## config.mk

```make
export PLATFORM = sky130hd
export DESIGN_NAME = pfiform_seq
export DESIGN_NICKNAME = d
export VERILOG_FILES = /design/src/rtl/pfiform_seq.sv
export SDC_FILE = /design/constraint.sdc
export NUM_CORES = 1
export LEC_CHECK = 0
export CAP_MARGIN = 20
export CORE_ASPECT_RATIO = 0.5
export CORE_MARGIN = 1
export CORE_UTILIZATION = 51
export DETAILED_ROUTE_END_ITERATION = 7
export PLACE_DENSITY_LB_ADDON = 0.15
export SLEW_MARGIN = 40
export SYNTH_ARGS = -nofsm -noshare
export SYNTH_HDL_FRONTEND = slang
export SYNTH_SLANG_ARGS = --single-unit
```

## constraint.sdc

```tcl
create_clock -name i_core_clk -period 10.05 [get_ports i_core_clk]
set_input_delay 3.015 -clock i_core_clk [delete_from_list [all_inputs] [get_ports i_core_clk]]
set_output_delay 3.015 -clock i_core_clk [all_outputs]
set_load 0.03 [all_outputs]
```

## src/rtl/pfiform_seq.sv

```systemverilog
// Join/pop sequencer for the byte reformatter: meters a job of cfg_total_bytes in
// through join beats and out through pop beats, with abort and no-progress watchdog.
//
// state | meaning
// IDLE  | waiting for cfg_start; counters and latched config cleared
// RUN   | accepting join beats from upstream, pops allowed
// DRAIN | all bytes joined, only pops remain
// DONE  | one-cycle job-complete pulse, then back to IDLE
module pfiform_seq #(
    parameter int CNT_W    = 16,
    parameter int WDOG_CYC = 1024
) (
    input  logic             i_core_clk,
    input  logic             i_rx_rstn,
    input  logic             cfg_start,
    input  logic             cfg_abort,
    input  logic [CNT_W-1:0] cfg_total_bytes,
    input  logic [4:0]       cfg_join_amt,
    input  logic [4:0]       cfg_pop_amt,
    output logic             busy,
    output logic             done,
    output logic             err,
    input  logic             src_valid,
    output logic             src_ready,
    output logic             JoinEnable,
    input  logic             JoinPermit,
    output logic [4:0]       JoinAmout,
    output logic             PopPermit,
    input  logic             PopEnable,
    output logic [4:0]       PopAmout,
    input  logic             sink_ready,
    output logic             out_last,
    output logic             fifo_flush
);

    localparam int              WD_W     = (WDOG_CYC > 2) ? $clog2(WDOG_CYC) : 1;
    localparam logic [WD_W-1:0] WD_LIMIT = WD_W'(WDOG_CYC - 1);

    typedef enum logic [1:0] {
        ST_IDLE,
        ST_RUN,
        ST_DRAIN,
        ST_DONE
    } state_t;

    state_t           r_state;
    state_t           w_state_nxt;
    logic [CNT_W-1:0] r_join_rem;
    logic [CNT_W-1:0] w_join_rem_nxt;
    logic [CNT_W-1:0] r_pop_rem;
    logic [CNT_W-1:0] w_pop_rem_nxt;
    logic [4:0]       r_join_amt;
    logic [4:0]       w_join_amt_nxt;
    logic [4:0]       r_pop_amt;
    logic [4:0]       w_pop_amt_nxt;
    logic [WD_W-1:0]  r_wdog;
    logic [WD_W-1:0]  w_wdog_nxt;
    logic             r_err;
    logic             w_err_nxt;
    logic             r_flush;
    logic             w_flush_nxt;

    logic             w_active;
    logic             w_join_short;
    logic             w_pop_short;
    logic             w_pop_act;
    logic             w_progress;
    logic             w_cfg_bad;

    assign w_active     = (r_state == ST_RUN) || (r_state == ST_DRAIN);
    assign w_join_short = r_join_rem < CNT_W'(r_join_amt);
    assign w_pop_short  = r_pop_rem < CNT_W'(r_pop_amt);

    assign JoinAmout  = w_join_short ? r_join_rem[4:0] : r_join_amt;
    assign PopAmout   = w_pop_short ? r_pop_rem[4:0] : r_pop_amt;

    assign src_ready  = (r_state == ST_RUN) && JoinPermit && (r_join_rem != '0);
    assign JoinEnable = src_valid && src_ready;
    assign PopPermit  = w_active && (r_pop_rem != '0) && sink_ready;

    // Pops outside an active job are ignored, so they neither count nor feed the watchdog.
    assign w_pop_act  = PopEnable && w_active;
    assign out_last   = w_pop_act && (r_pop_rem != '0) && (r_pop_rem <= CNT_W'(PopAmout));
    assign w_progress = JoinEnable || w_pop_act;

    assign w_cfg_bad  = (cfg_total_bytes == '0) || (cfg_join_amt == '0) || (cfg_pop_amt == '0);

    assign busy       = w_active;
    assign done       = (r_state == ST_DONE) && !cfg_abort;
    assign err        = r_err;
    assign fifo_flush = r_flush;

    always_comb begin
        w_state_nxt    = r_state;
        w_join_rem_nxt = r_join_rem;
        w_pop_rem_nxt  = r_pop_rem;
        w_join_amt_nxt = r_join_amt;
        w_pop_amt_nxt  = r_pop_amt;
        w_wdog_nxt     = r_wdog;
        w_err_nxt      = 1'b0;
        w_flush_nxt    = 1'b0;

        case (r_state)
            ST_IDLE: begin
                w_wdog_nxt = '0;
                if (cfg_start) begin
                    if (w_cfg_bad) begin
                        w_err_nxt = 1'b1;
                    end else begin
                        w_join_rem_nxt = cfg_total_bytes;
                        w_pop_rem_nxt  = cfg_total_bytes;
                        w_join_amt_nxt = cfg_join_amt;
                        w_pop_amt_nxt  = cfg_pop_amt;
                        w_state_nxt    = ST_RUN;
                    end
                end
            end
            ST_RUN, ST_DRAIN: begin
                if (JoinEnable) begin
                    w_join_rem_nxt = r_join_rem - CNT_W'(JoinAmout);
                end
                if (w_pop_act) begin
                    w_pop_rem_nxt = r_pop_rem - CNT_W'(PopAmout);
                end
                w_wdog_nxt = w_progress ? '0 : r_wdog + WD_W'(1);

                // Abort beats completion and timeout; final pop beats the RUN->DRAIN step.
                if (cfg_abort) begin
                    w_flush_nxt = 1'b1;
                    w_state_nxt = ST_IDLE;
                end else if (out_last) begin
                    w_state_nxt = ST_DONE;
                end else if (!w_progress && (r_wdog == WD_LIMIT)) begin
                    w_err_nxt   = 1'b1;
                    w_flush_nxt = 1'b1;
                    w_state_nxt = ST_IDLE;
                end else if ((r_state == ST_RUN) && JoinEnable && (w_join_rem_nxt == '0)) begin
                    w_state_nxt = ST_DRAIN;
                end
            end
            ST_DONE: begin
                w_flush_nxt = cfg_abort;
                w_state_nxt = ST_IDLE;
            end
            default: begin
                w_state_nxt = ST_IDLE;
            end
        endcase

        // Leaving a job always returns the datapath-facing outputs to zero.
        if (w_state_nxt == ST_IDLE) begin
            w_join_rem_nxt = '0;
            w_pop_rem_nxt  = '0;
            w_join_amt_nxt = '0;
            w_pop_amt_nxt  = '0;
            w_wdog_nxt     = '0;
        end
    end

    always_ff @(posedge i_core_clk or negedge i_rx_rstn) begin
        if (!i_rx_rstn) begin
            r_state    <= ST_IDLE;
            r_join_rem <= '0;
            r_pop_rem  <= '0;
            r_join_amt <= '0;
            r_pop_amt  <= '0;
            r_wdog     <= '0;
            r_err      <= 1'b0;
            r_flush    <= 1'b0;
        end else begin
            r_state    <= w_state_nxt;
            r_join_rem <= w_join_rem_nxt;
            r_pop_rem  <= w_pop_rem_nxt;
            r_join_amt <= w_join_amt_nxt;
            r_pop_amt  <= w_pop_amt_nxt;
            r_wdog     <= w_wdog_nxt;
            r_err      <= w_err_nxt;
            r_flush    <= w_flush_nxt;
        end
    end

endmodule

```

==> metrics.md <==
| Metric | Value |
|---|---|
| CP delay by family, top | `simple AND/OR/NAND/NOR gates` |
| Setup bufs post-CTS | `0` |
| CP dominant cell by count | `o21ai_0` |
| First-pass GRT wire length | `18460 um` |
| Skew-Pair Late Insertion Delay | `0.31 ns` |
| Dpl hpwl | `8341 um` |
| RSZ-0062 raised after global routing | `no` |
| CTS H-tree depth | `2` |
| Crit path required time | `7.04 ns` |
| Slew @ Worst Pin | `0.8067 ns` |
| Final hold violation count | `0` |
| Final period utilization | `about four fifths` |
| DRC | `0` |
| Layout filler cell count | `743` |
| Mapped Area | `0.004393 mm^2` |
| Clock Path Buffers | `2` |
| Site Rows | `23` |
| Fin Hold WS | `0.5026 ns` |
| Syn nets | `588` |
| Library cells used by synthesis | `70` |
| Area grow syn2layout | `17.17%` |
| Post-synthesis register bit count | `56` |
| Post-synth EDFFs | `0` |
| 1st-pass router iterations | `5` |
| Die width | `133.3 um` |
| Sequential share of the synthesized area | `between 30% and 40%` |
| Hold_buf cts | `0` |
| Slew Viols, Final | `0` |
| Final nets | `624` |
| CP endpoint kind | `output port` |
| Top sig layer | `met4` |
| Die Ht | `67.63 um` |
| CTS Root Cell | `clkbuf_16` |
| Synth Area per Inst | `8.320 um^2` |
| CTS Buf Count | `5` |
| VDD IR max | `0.0002078 V` |
| Post-CTS sizing | `0` |
| Total gr overflow | `0` |
| Main synth FF type | `dfrtp_1` |
| Clock group share of total power | `11.2%` |
| Die Area | `0.009011 mm^2` |
| Routed WL | `11520 um` |
| Initial core utilization | `53.75%` |
| Synth area leaders | `dfrtp_1, ha_1, a21oi_1, nor2_1, nand2_1` |
| Met2 routed WL | `approximately 4800 um` |
| CP Launch Type | `register` |
| Initial antenna violation count | `0` |
| Slew HR | `about 46%` |
| Vias | `around 4000` |
| Switching Share | `51.93%` |
| Placed instance area | `0.004961 mm^2` |
| Synthesized netlist cell count | `528` |
| Via density | `6.024` |
| GRT Util Overall | `26.44%` |
| Yosys warns | `0` |
| Top-area cell type share of the netlist area | `31.90%` |
| Status | `completed` |
| Crit Path Class | `reg2out` |
| CP max FO | `6` |
| Clk pin slew, worst setup/hold paths | `0.08 ns` |
| Core area | `0.008173 mm^2` |
| Slowest-stage cell, CP | `clkdlybuf4s50_1` |
| Crit path buf inv count | `2` |
| Max_cap viols | `0` |
| CTS tree | `done` |
| Pin count of the biggest net entering global routing | `57` |
| Internal power | `0.8937 mW` |
| Max Fclk | `124.2 MHz` |
| Sink Count | `56` |
| Sequential Power Share | `19.6%` |
| Initial drt markers | `350` |
| Non-filler cells, final | `677` |
| Io pins | `52` |
| Combinational share of power | `69.3%` |
| Clock Skew | `0.004585 ns` |
| Cells along the critical path | `nor2_1, or4b_1, or3_4, nor3b_2, o311ai_2, o21ai_0, ha_1, inv_1, fa_1, a21o_1, a21oi_1, o21bai_1, o21ai_0, and3_1, clkdlybuf4s50_1` |
| GPL Wtd Cong | `0.8840` |
| Async SR Flop Fraction | `100.0%` |
| Dpl cells | `669` |
| Path category of the worst min-delay check | `reg2reg` |
| P_sw | `about 0.97 mW` |
| Critical Path AT | `between 5 and 6 ns` |
| DR WL/cell | `17.02 um` |
| PwrDens | `361.1 mW/mm^2` |
| Routed metal-1 wire length | `5967 um` |
| Number of port buffers | `between 50 and 60` |
| Final ANT Viol Nets | `0` |
| Final min period | `about 8.1 ns` |
| Final setup TNS | `0 ns` |
| Vias in the first global route | `~3600` |
| Leakage | `2.140 nW` |
| Ant. Diodes | `0` |
| Share of layout cells above drive strength 1 | `7.611%` |
| Final core utilization | `62.98%` |
| Design area | `0.005147 mm^2` |
| Metal3 WL | `between 600 and 700 um` |
| Dominant cell type by area after synthesis | `dfrtp_1` |
| Final setup fails | `0` |
| Slowest Stage Delay on Critical Path | `0.69 ns` |
[power by group through the flow]
stage / clock, mW / sequential [mW] / combinational [mW]
floorplan: 0 / 0.331 / 1.01
global placement: 0 / 0.365 / 1.26
detailed placement: 0 / 0.366 / 1.27
CTS: 0.211 / 0.362 / 1.27
global route: 0.219 / 0.374 / 1.43
finish: 0.208 / 0.364 / 1.29
[layer usage]
metal | global-route usage [%] | vias to the layer above
li1 | - | 2022
met1 | 40.09 | 1924
met2 | 38.74 | 118
met3 | 4.429 | 14
met4 | 6.108 | 0
met5 | 0 | -
[worst register-to-register path: cells and delay by family (launching register included)]
kind	cells	cell delay (ns)
flip-flops	1	0.50
adder cells (fa/ha/maj)	2	0.49
AND/OR/NAND/NOR	9	3.16
AO/OA/AOI/OAI	4	1.05
[placed cells by master, fill, tap and decap left out, types with 3 or more instances in the layout]
master / n
a211oi_1: 12
a21boi_0: 3
a21o_1: 7
a21oi_1: 40
a221oi_1: 3
a222oi_1: 3
a22oi_1: 8
a31oi_1: 5
and2_1: 4
and3_1: 4
buf_4: 4
clkbuf_16: 5
clkdlybuf4s50_1: 50
dfrtp_1: 56
ha_1: 24
inv_1: 33
mux2i_1: 14
nand2_1: 51
nand2b_1: 4
nand3_1: 18
nand4_1: 6
nand4b_1: 3
nor2_1: 53
nor2b_1: 7
nor3_1: 11
nor4_1: 11
nor4_2: 8
o211ai_1: 3
o21a_1: 6
o21ai_0: 19
o22a_1: 3
o22ai_1: 12
o31ai_1: 3
or2_2: 5
or3_1: 5
or4_1: 4
xnor2_1: 8
xor2_1: 5
[metrics by stage]
stage / power [mW] / setup WS, ns
finish: 1.859 / 1.996
global route: 2.018 / 1.776
CTS: 1.847 / 2.030
detailed placement: 1.631 / 2.043
global placement: 1.621 / 2.091
floorplan: 1.337 / 2.430
[cells in the mapped netlist, types with 6 or more instances]
cell and number:
nor2_1 53, dfrtp_1 56, inv_1 33, nor2b_1 7, a211oi_1 12, nor3_1 12, ha_1 24, xnor2_1 8
nand2_1 51, nor4_2 8, o21ai_0 19, nor4_1 11, a21oi_1 40, clkbuf_1 15, o22ai_1 12, nand4_1 6
o21a_1 6, a22oi_1 8, a21o_1 7, nand3_1 18, buf_2 7, mux2i_1 14
[sequential cells by signal (all words and copies together) (netlist names)]
name,count
r_pop_amt,5
r_state,2
fifo_flush,1
r_wdog,10
r_pop_rem,16
r_join_rem,16
err,1
r_join_amt,5
[logic make-up after synthesis]
kind of cell / synth area share (%)
AND/OR/NAND/NOR: 25.66
AO/OA/AOI/OAI: 23.16
buffers and inverters: 5.753
flip-flops: 31.90
adder cells (fa/ha/maj): 7.747
multiplexers: 3.190
XOR/XNOR: 2.592
[path summary, 6_finish.rpt]
| path | cells after the start | from | end | slack, ns |
|---|---|---|---|---|
| setup / recovery | 15 | r_pop_rem[10]$_DFFE_PN0P_ | out_last | 2.00 |
| setup reg to reg | 15 | r_join_rem[7]$_DFFE_PN0P_ | r_join_rem[15]$_DFFE_PN0P_ | 4.73 |
| max in group asynchronous | 2 | i_rx_rstn | r_join_rem[0]$_DFFE_PN0P_ | 6.90 |
| hold / removal | 1 | r_wdog[0]$_DFFE_PN0P_ | r_wdog[0]$_DFFE_PN0P_ | 0.50 |
| hold reg to reg | 1 | r_wdog[0]$_DFFE_PN0P_ | r_wdog[0]$_DFFE_PN0P_ | 0.50 |
| min in group asynchronous | 2 | i_rx_rstn | r_wdog[3]$_DFFE_PN0P_ | 2.76 |
[cell type report]
type	instances	area (um^2)	area share, %
inverter	34	127.6	2.479
clock buffer	5	125.1	2.431
clock inverter	3	47.55	0.9237
timing repair buffer	56	546.8	10.62
multi-input combinational	411	2759	53.60
tap	112	140.1	2.722
sequential	56	1401	27.22
Note: power is estimated with default switching activity, not from simulation.
